[src/rtl/ham84_enc_arbiter_if.sv]
// Handshake bundle for ham84_enc_arbiter: requester side plus codeword output side.
// Optional error-injection inputs exist only when HAM84_ARB_ERRINJ_EN is defined.
interface ham84_enc_arbiter_if #(
    parameter int unsigned NUM_REQ = 4
);
    localparam int unsigned IdW = $clog2(NUM_REQ);

    logic [NUM_REQ-1:0]   req_valid;
    logic [4*NUM_REQ-1:0] req_data;
    logic [NUM_REQ-1:0]   req_ready;
    logic                 out_valid;
    logic                 out_ready;
    logic [7:0]           out_code;
    logic [IdW-1:0]       out_id;
`ifdef HAM84_ARB_ERRINJ_EN
    logic                 inj_en;
    logic [7:0]           inj_mask;

    modport master (
        output req_valid, req_data, out_ready, inj_en, inj_mask,
        input  req_ready, out_valid, out_code, out_id
    );
    modport slave (
        input  req_valid, req_data, out_ready, inj_en, inj_mask,
        output req_ready, out_valid, out_code, out_id
    );
`else
    modport master (
        output req_valid, req_data, out_ready,
        input  req_ready, out_valid, out_code, out_id
    );
    modport slave (
        input  req_valid, req_data, out_ready,
        output req_ready, out_valid, out_code, out_id
    );
`endif
endinterface

[src/rtl/ham84_enc_arbiter.sv]
// Round-robin arbiter feeding one shared Hamming(8,4) SECDED encoder with a one-entry output slot.
// Define HAM84_ARB_ERRINJ_EN to add XOR error injection on the registered codeword.
module ham84_enc_arbiter #(
    parameter int unsigned NUM_REQ = 4
) (
    input logic                clk,
    input logic                rst_n,
    ham84_enc_arbiter_if.slave bus
);
    localparam int unsigned IdW = $clog2(NUM_REQ);

    typedef enum logic [0:0] {StIdle, StHold} state_e;

    state_e               state_q;
    logic                 out_valid_q;
    logic [7:0]           code_q;
    logic [IdW-1:0]       id_q;
    logic [IdW-1:0]       ptr_q;

    logic                 grant_found;
    logic [IdW-1:0]       grant_idx;
    logic [IdW-1:0]       scan_idx;
    logic [IdW-1:0]       ptr_next;
    logic                 slot_free;
    logic                 accept;
    logic [NUM_REQ-1:0]   ready;
    logic [3:0]           nibble;
    logic [7:0]           code_next;

    // Codeword layout {p1,p2,d1,p3,d2,d3,d4,pg}, nibble bit 3 is d1.
    function automatic logic [7:0] encode(input logic [3:0] n);
        logic d1, d2, d3, d4, p1, p2, p3;
        {d1, d2, d3, d4} = n;
        p1 = d1 ^ d2 ^ d4;
        p2 = d1 ^ d3 ^ d4;
        p3 = d2 ^ d3 ^ d4;
        return {p1, p2, d1, p3, d2, d3, d4, ^{d1, d2, d3, d4, p1, p2, p3}};
    endfunction

    always_comb begin
        grant_found = 1'b0;
        grant_idx   = '0;
        scan_idx    = '0;
        for (int unsigned k = 0; k < NUM_REQ; k++) begin
            scan_idx = IdW'((32'(ptr_q) + k) % NUM_REQ);
            if (!grant_found && bus.req_valid[scan_idx]) begin
                grant_found = 1'b1;
                grant_idx   = scan_idx;
            end
        end

        slot_free = !out_valid_q || bus.out_ready;
        // Reset also masks the combinational accept strobe.
        accept    = rst_n && slot_free && grant_found;
        ready     = accept ? (NUM_REQ'(1) << grant_idx) : '0;
        ptr_next  = (grant_idx == IdW'(NUM_REQ - 1)) ? '0 : grant_idx + IdW'(1);
        nibble    = bus.req_data[{grant_idx, 2'b00} +: 4];
`ifdef HAM84_ARB_ERRINJ_EN
        code_next = encode(nibble) ^ (bus.inj_en ? bus.inj_mask : 8'h00);
`else
        code_next = encode(nibble);
`endif
    end

    always_ff @(posedge clk or negedge rst_n) begin
        if (!rst_n) begin
            state_q     <= StIdle;
            out_valid_q <= 1'b0;
            code_q      <= 8'h00;
            id_q        <= '0;
            ptr_q       <= '0;
        end else begin
            if (accept) begin
                state_q     <= StHold;
                out_valid_q <= 1'b1;
                code_q      <= code_next;
                id_q        <= grant_idx;
                ptr_q       <= ptr_next;
            end else begin
                unique case (state_q)
                    StIdle: begin
                        out_valid_q <= 1'b0;
                    end
                    StHold: begin
                        if (bus.out_ready) begin
                            state_q     <= StIdle;
                            out_valid_q <= 1'b0;
                        end
                    end
                    default: begin
                        state_q     <= StIdle;
                        out_valid_q <= 1'b0;
                    end
                endcase
            end
        end
    end

    assign bus.req_ready = ready;
    assign bus.out_valid = out_valid_q;
    assign bus.out_code  = code_q;
    assign bus.out_id    = id_q;
endmodule

[src/flat_wrapper.sv]
// flat-port wrapper written by rule: the top's interface ports become plain ports
module ham84_enc_arbiter_flat 
#(
    parameter int unsigned NUM_REQ = 4
)
  (clk, rst_n, bus_req_valid, bus_req_data, bus_out_ready, bus_req_ready, bus_out_valid, bus_out_code, bus_out_id);
  ham84_enc_arbiter_if #(.NUM_REQ(NUM_REQ)) bus_i ();
  input logic clk;
  input logic rst_n;
  input wire logic [$bits(bus_i.req_valid)-1:0] bus_req_valid;
  input wire logic [$bits(bus_i.req_data)-1:0] bus_req_data;
  input wire logic [$bits(bus_i.out_ready)-1:0] bus_out_ready;
  output wire logic [$bits(bus_i.req_ready)-1:0] bus_req_ready;
  output wire logic [$bits(bus_i.out_valid)-1:0] bus_out_valid;
  output wire logic [$bits(bus_i.out_code)-1:0] bus_out_code;
  output wire logic [$bits(bus_i.out_id)-1:0] bus_out_id;
  assign bus_i.req_valid = bus_req_valid;
  assign bus_i.req_data = bus_req_data;
  assign bus_i.out_ready = bus_out_ready;
  assign bus_req_ready = bus_i.req_ready;
  assign bus_out_valid = bus_i.out_valid;
  assign bus_out_code = bus_i.out_code;
  assign bus_out_id = bus_i.out_id;
  ham84_enc_arbiter #(.NUM_REQ(NUM_REQ)) u_core (.clk(clk), .rst_n(rst_n), .bus(bus_i));
endmodule
[config.mk]
export PLATFORM = sky130hd
export DESIGN_NAME = ham84_enc_arbiter_flat
export DESIGN_NICKNAME = d
export VERILOG_FILES = /design/src/rtl/ham84_enc_arbiter_if.sv /design/src/rtl/ham84_enc_arbiter.sv /design/src/flat_wrapper.sv
export SDC_FILE = /design/constraint.sdc
export NUM_CORES = 1
export LEC_CHECK = 0
export CELL_PAD_IN_SITES_DETAIL_PLACEMENT = 0
export CELL_PAD_IN_SITES_GLOBAL_PLACEMENT = 2
export CORE_MARGIN = 8
export CORE_UTILIZATION = 22
export CTS_CLUSTER_DIAMETER = 200
export CTS_CLUSTER_SIZE = 24
export DETAILED_ROUTE_END_ITERATION = 7
export GPL_TIMING_DRIVEN = 0
export PLACE_DENSITY_LB_ADDON = 0.1
export RECOVER_POWER = 100
export SETUP_SLACK_MARGIN = 0.2
export SLEW_MARGIN = 10
export SYNTH_ARGS = -nofsm -noshare
export SYNTH_HDL_FRONTEND = slang
export SYNTH_SLANG_ARGS = --single-unit
[constraint.sdc]
create_clock -name clk -period 2.4 [get_ports clk]
set_input_delay 0.24 -clock clk [delete_from_list [all_inputs] [get_ports clk]]
set_output_delay 0.24 -clock clk [all_outputs]
set_load 0.01 [all_outputs]
==> run_results.csv, run 1 <==
group,metric,value,unit
power,vdd_drop_max,0.3630,mV
floorplan,start_util,22.86,%
synth,seq_area_frac_synth,38.04,%
synth,synth_ff_type,"dfrtp_1",
detailed_routing,drt_first_pass_iters,4,
floorplan,core,4029,um^2
grt,grt_max_degree,17,
place,portBuffers,37,
sta,fmax,0.4413,GHz
sta,fin_skew,0.001701,ns
sta,fin_crit_sh,94.41,%
clock_tree,cts_made_buffers,3,
setup_path,cp.arrival,2.40,ns
setup_path,crit_end,"u_core.bus.out_code[6]$_DFFE_PN0P_",
detailed_routing,routed_wl,2637,um
sta,setup_violations,0,
finish,fill_cells,407,
setup_path,worstPathRequired,2.53,ns
sta,period_minus_slack,2.266,ns
synth,synth_area_leaders,"dfrtp_1, mux2i_1, nand2_1, ha_1, xor3_1",
power,pwr_density_cell,916.8,nW/um^2
floorplan,placementRows,23,
clock_tree,clk_pin_slew,0.06,ns
sta,finalMaxSlewViolations,0,
synth,ys_warn_count,0,
detailed_routing,dr_total_vias,838,
place,place_congestion,0.6930,
setup_path,critPathLaunchType,"flip-flop",
clock_tree,cts_tree,"built",
synth,synth_edf_count,0,
run_status,outcome,"completed",
detailed_routing,drtAntennaViolNets,0,
synth,ys_ff_latch,14,
finish,n_antenna_cell,0,
grt,overflow,0,
synth,synth_top_area_cell,"dfrtp_1",
synth,yosysTopAreaCellShare,38.04,%
job,maxCapViolations,0,
clock_tree,clockBufferDepth,2,
floorplan,die_y,80.70,um
finish,area_growth,80.98,%
place,placed_area,1354,um^2
power,power.total,1528,uW
sta,rsz0062_at_grt,"true",
detailed_routing,wl_per_cell,13.45,um
clock_tree,clock_latency,0.25,ns
setup_path,path_max_fanout,5,
setup_path,critPathMaxStageDelay,0.41,ns
setup_path,rr_worst_depth,9,
worst_hold_path,hp-class,"input pin to asynchronous set/reset pin",
detailed_routing,vias_per_cell,4.276,
sta,setup_ws,0.1341,ns
setup_path,worstPathBufferInverterCount,2,
grt,grt_pass1_vias,896,
setup_path,worstPathCellList,"a21oi_2 > o21ai_0 > o2bb2a_2 > buf_6 > buf_12 > mux2i_4 > mux2i_4 > xnor3_1 > mux2_2",
setup_path,crit_family,"multiplexers",
finish,design_area,1667,um^2
power,leakage,0.0007944,uW
floorplan,io_pins,38,
synth,synthArstFlopShare,100.0,%
setup_path,path_depth,9,
sta,tightest_slew,0.8653,ns
setup_path,cp_slowest_cell,"dfrtp_2",
synth,synth_area_per_cell,10.46,um^2
setup_path,r2r_slack,0.13,ns
synth,synth_most_common_cell,"nand2_1",
sta,slew_headroom,42.31,%
floorplan,dieArea,6512,um^2
place,dp_hpwl,1890,um
detailed_routing,drc_errors,0,
setup_path,r2r-end,"u_core.bus.out_code[6]$_DFFE_PN0P_",
sta,finalHoldViolations,0,
clock_tree,cts_sinks,14,
floorplan,die_x,80.70,um
setup_path,critical_path_class,"flip-flop to flip-flop",
setup_path,critPathCaptureType,"flip-flop",
finish,drive_above_1_share,28.08,%
clock_tree,htreeDepth,1,
clock_tree,cts_root_buf,"clkbuf_8",
synth,synth_common_cells,"nand2_1, dfrtp_1, mux2i_1",
setup_path,r2r-start,"u_core.ptr_q[1]$_DFFE_PN0P_",
setup_path,critPathLaunch,"u_core.ptr_q[1]$_DFFE_PN0P_",
place,pre_cts_slack,-0.4534,ns
synth,syn_nets,115,
sta,tns,0,ns
setup_path,worst_path_most_repeated_cell,"mux2i_4",
detailed_routing,drt_iter0_markers,10,
grt,antenna_found_initial,0,
synth,mappedNetlistArea,920.9,um^2
synth,yosysUniqueCellTypes,24,
grt,track_usage,8.333,%
synth,syn_inst,88,
finish,nets,174,
grt,grt_pass1_wl,4284,um
-- power by group --
part / switching [uW] / internal (uW)
Clock: 83.9 / 145
Combinational: 353 / 576
Sequential: 48.9 / 321
Total: 486 / 1040
-- flip-flops by register name (all words and copies together), names as in the netlist --
register	cells
u_core.state_q	1
u_core.bus.out_id	2
u_core.bus.out_code	8
u_core.ptr_q	2
u_core.bus.out_valid	1
-- logic make-up after synthesis --
logic type / count (synthesis) / synth area share [%]
DFF: 14 / 38.04
buffers and inverters: 8 / 4.077
and+or+nand+nor: 28 / 13.31
AOI/OAI and AO/OA: 16 / 12.77
adders and majority gates: 4 / 5.435
xor gates and xnor gates: 4 / 10.05
muxes: 14 / 16.30
-- cell type report --
type | instances | area (um^2) | area share (%)
Inverter | 5 | 18.77 | 1.126
Sequential cell | 14 | 351.6 | 21.10
Tap cell | 50 | 62.56 | 3.754
Multi-Input combinational cell | 66 | 639.4 | 38.36
Buffer | 3 | 20.02 | 1.201
Clock buffer | 4 | 55.05 | 3.303
Timing Repair Buffer | 54 | 519.2 | 31.16
-- per-stage QoR --
step	hold slack [ns]	instances	util [%]
detailed placement	0.4626	175	33.60
CTS	0.01480	190	38.82
global placement	0.4662	175	33.60
finish	0.08271	196	41.37
floorplan	-0.05559	88	-
global route	0.1529	196	41.37
-- per-layer routing --
metal  track usage [%]  routed length [um]
met1             9.915                1106
met2             12.83                1236
met3             3.125                 248
met4             4.286                  45
met5                 0                   0
-- placed cells by master, fill, tap and decap left out --
cell type        synthesis  routed
clkbuf_1                 2       2
clkbuf_4                 0       1
o311ai_2                 0       1
a21oi_1                  3       1
dlymetal6s2s_1           0       2
o311a_1                  1       1
xnor3_1                  2       2
and2_1                   4       4
a311oi_4                 1       1
o21ai_1                  2       3
or2_2                    1       1
buf_4                    0      11
a21boi_0                 1       1
nand2b_1                 2       2
dfrtp_1                 14      13
xor3_1                   2       2
mux2i_1                 11       4
o21ai_0                  6       5
mux2_4                   1       1
inv_1                    5       5
a21oi_2                  0       2
mux2i_2                  1       1
dlygate4sd2_1            0       4
clkdlybuf4s50_1          0      19
ha_1                     4       4
dfrtp_2                  0       1
dlygate4sd3_1            0      11
buf_2                    0       1
mux2_2                   1       1
clkbuf_8                 0       4
buf_12                   0       1
nor2_2                   0       1
mux2i_4                  0       7
nand2_1                 20      20
o2bb2a_2                 0       1
buf_6                    1       5
-- worst min path at each step --
| stage | from | end | cells after the start |
|---|---|---|---|
| floorplan | rst_n | u_core.bus.out_code[0]$_DFFE_PN0P_ | 0 |
| global placement | u_core.bus.out_code[1]$_DFFE_PN0P_ | u_core.bus.out_code[1]$_DFFE_PN0P_ | 2 |
| detailed placement | u_core.bus.out_code[3]$_DFFE_PN0P_ | u_core.bus.out_code[3]$_DFFE_PN0P_ | 2 |
| CTS | rst_n | u_core.bus.out_valid$_DFFE_PN0P_ | 1 |
| global route | rst_n | u_core.ptr_q[0]$_DFFE_PN0P_ | 1 |
| finish | rst_n | u_core.bus.out_valid$_DFFE_PN0P_ | 1 |
-- timing repair --
action                     CTS  global route
hold buffers                 0             0
pin swaps                    3             4
setup endpoints to repair   16            18
buffers inserted            11             6
gates resized for setup     20            16
No activity file was read; power rests on OpenSTA's default activity.
==> run 2, diff against run 1 <==
--- a/config.mk
+++ b/config.mk
@@ -16,7 +16,7 @@
 export PLACE_DENSITY_LB_ADDON = 0.1
 export RECOVER_POWER = 100
 export SETUP_SLACK_MARGIN = 0.2
-export SLEW_MARGIN = 10
+export SLEW_MARGIN = 20
 export SYNTH_ARGS = -nofsm -noshare
 export SYNTH_HDL_FRONTEND = slang
 export SYNTH_SLANG_ARGS = --single-unit
==> run 2 against run 1 <==
- maximum frequency rose by 0.52%
- count of clock-buffer cells in the layout is the same
- design area shrank 4.9%
- sequential power about the same
- clock skew grew 0.0014 ns
- first-iteration DRC count up 60%
- flip-flop and latch count unchanged
- sequential share of layout area is 1.1 points higher
- clock power barely moved
- global-route usage did not move
- non-clock buffer count decreased by 5
==> run_results.csv, run 2 (synthesis gave the netlist of run 1 again) <==
group,metric,value,unit
power,leakage,0.0007568,uW
sta,tightest_slew,0.8788,ns
grt,track_usage,8.333,%
floorplan,placementRows,23,
sta,slew_headroom,41.42,%
power,vdd_drop_max,0.3466,mV
clock_tree,clockBufferDepth,2,
setup_path,critPathLaunch,"u_core.ptr_q[1]$_DFFE_PN0P_",
floorplan,dieArea,6512,um^2
detailed_routing,drt_first_pass_iters,2,
detailed_routing,wl_per_cell,13.53,um
job,maxCapViolations,0,
detailed_routing,vias_per_cell,4.283,
grt,overflow,0,
sta,fin_skew,0.003132,ns
place,place_congestion,0.6930,
finish,area_growth,72.15,%
sta,fmax,0.4436,GHz
finish,nets,169,
finish,finalNonFillerCells,191,
floorplan,core,4029,um^2
sta,setup_ws,0.1458,ns
clock_tree,clock_latency,0.25,ns
clock_tree,htreeDepth,1,
floorplan,io_pins,38,
place,portBuffers,37,
place,placed_cells,175,
place,dp_hpwl,1890,um
clock_tree,cts_root_buf,"clkbuf_8",
grt,grt_max_degree,17,
sta,period_minus_slack,2.254,ns
place,pre_cts_slack,-0.4534,ns
setup_path,r2r_slack,0.15,ns
run_status,outcome,"completed",
detailed_routing,drt_iter0_markers,16,
finish,n_antenna_cell,0,
sta,finalMaxSlewViolations,0,
setup_path,critPathCaptureType,"flip-flop",
grt,antenna_found_initial,0,
setup_path,rr_worst_depth,9,
floorplan,die_x,80.70,um
finish,final_common_cell,"nand2_1",
power,pwr_density_cell,911.7,nW/um^2
floorplan,start_util,22.86,%
setup_path,crit_end,"u_core.bus.out_code[6]$_DFFE_PN0P_",
setup_path,r2r-start,"u_core.ptr_q[1]$_DFFE_PN0P_",
setup_path,critPathLaunchType,"flip-flop",
detailed_routing,dr_total_vias,818,
clock_tree,cts_sinks,14,
grt,grt_pass1_vias,896,
setup_path,critical_path_class,"flip-flop to flip-flop",
floorplan,die_y,80.70,um
setup_path,cp.arrival,2.38,ns
sta,fin_crit_sh,93.92,%
worst_hold_path,hp-class,"input pin to asynchronous set/reset pin",
clock_tree,clk_pin_slew,0.06,ns
setup_path,path_max_fanout,5,
finish,final_cell_mix,"nand2_1, clkdlybuf4s50_1, dfrtp_1, dlygate4sd3_1, buf_4",
detailed_routing,routed_wl,2585,um
detailed_routing,drtAntennaViolNets,0,
clock_tree,cts_tree,"built",
sta,setup_violations,0,
finish,drive_above_1_share,24.11,%
finish,largest_reg_flops,8,
sta,finalHoldViolations,0,
sta,rsz0062_at_grt,"true",
clock_tree,cts_made_buffers,3,
setup_path,r2r-end,"u_core.bus.out_code[6]$_DFFE_PN0P_",
detailed_routing,drc_errors,0,
grt,grt_pass1_wl,4284,um
clock_tree,postCtsHoldBufs,0,
setup_path,worstPathRequired,2.53,ns
-- run 2: cell types whose count changed in the layout (fill, tap and decap cells not counted), moves of 2 or more --
| cell | change |
|---|---|
| buf_4 | -3 |
| buf_6 | -2 |
| clkbuf_2 | +2 |
| dlygate4sd2_1 | -2 |
| mux2i_4 | -2 |
| o21ai_0 | +2 |
| o21ai_1 | -2 |
-- run 2: worst min path at each step --
stage | from | endpoint | slack (ns)
final | rst_n | u_core.bus.out_valid$_DFFE_PN0P_ | 0.09
after global routing | rst_n | u_core.ptr_q[0]$_DFFE_PN0P_ | 0.15
after CTS | rst_n | u_core.bus.out_valid$_DFFE_PN0P_ | 0.01
after detailed placement | u_core.bus.out_code[3]$_DFFE_PN0P_ | u_core.bus.out_code[3]$_DFFE_PN0P_ | 0.46
after global placement | u_core.bus.out_code[1]$_DFFE_PN0P_ | u_core.bus.out_code[1]$_DFFE_PN0P_ | 0.47
after floorplan | rst_n | u_core.bus.out_code[0]$_DFFE_PN0P_ | -0.06
-- run 2: through the flow --
step	hold WS (ns)	setup TNS [ns]	utilization [%]	cell area [um^2]	power [uW]
after CTS	0.01480	0	38.82	1564	1478
after floorplan	-0.05559	0	-	920.9	796.7
after detailed placement	0.4626	-4.916	33.60	1354	1073
after global placement	0.4662	-4.610	33.60	1354	1073
final	0.08596	0	39.35	1585	1445
after global routing	0.1529	0	39.35	1585	1569
-- run 2: final cells by class --
class	instances	area, um^2
buffer	3	20.02
sequential	14	351.6
multi-input combinational	66	611.8
clock buffer	4	55.05
fill	419	2444
timing repair buffer	49	465.4
inverter	5	18.77
tap	50	62.56
-- run 2: report_power, final --
part / leakage, uW / total, uW / switching (uW) / internal, uW
combinational: 0.000560 / 850 / 330 / 520
sequential: 0.000168 / 367 / 45.9 / 321
clock: 0.0000288 / 229 / 83.3 / 145
-- run 2: worst max-delay path, cell delays in order, from the launching register on --
cell      delay (ns)
dfrtp_2         0.40
a21oi_1         0.08
o21ai_0         0.17
o2bb2a_2        0.24
buf_6           0.13
buf_6           0.13
mux2i_1         0.11
mux2_4          0.30
xnor3_1         0.32
mux2_2          0.26
-- run 2: per-layer routing --
metal  share of wire (%)  GRT usage, %  vias up  routed length [um]
li1                    -             -      404                   -
met1                  43         9.915      385                1113
met2                  45         12.83       24                1176
met3                 9.6         3.125        5                 248
met4                 1.8         4.286        0                  46
met5                   0             0        -                   0
-- run 2: what timing repair did --
action,4_1_cts,5_1_grt
endpoints found under the setup margin,16,10
gates resized for setup,20,12
pin swaps,3,3
buffers inserted,11,1
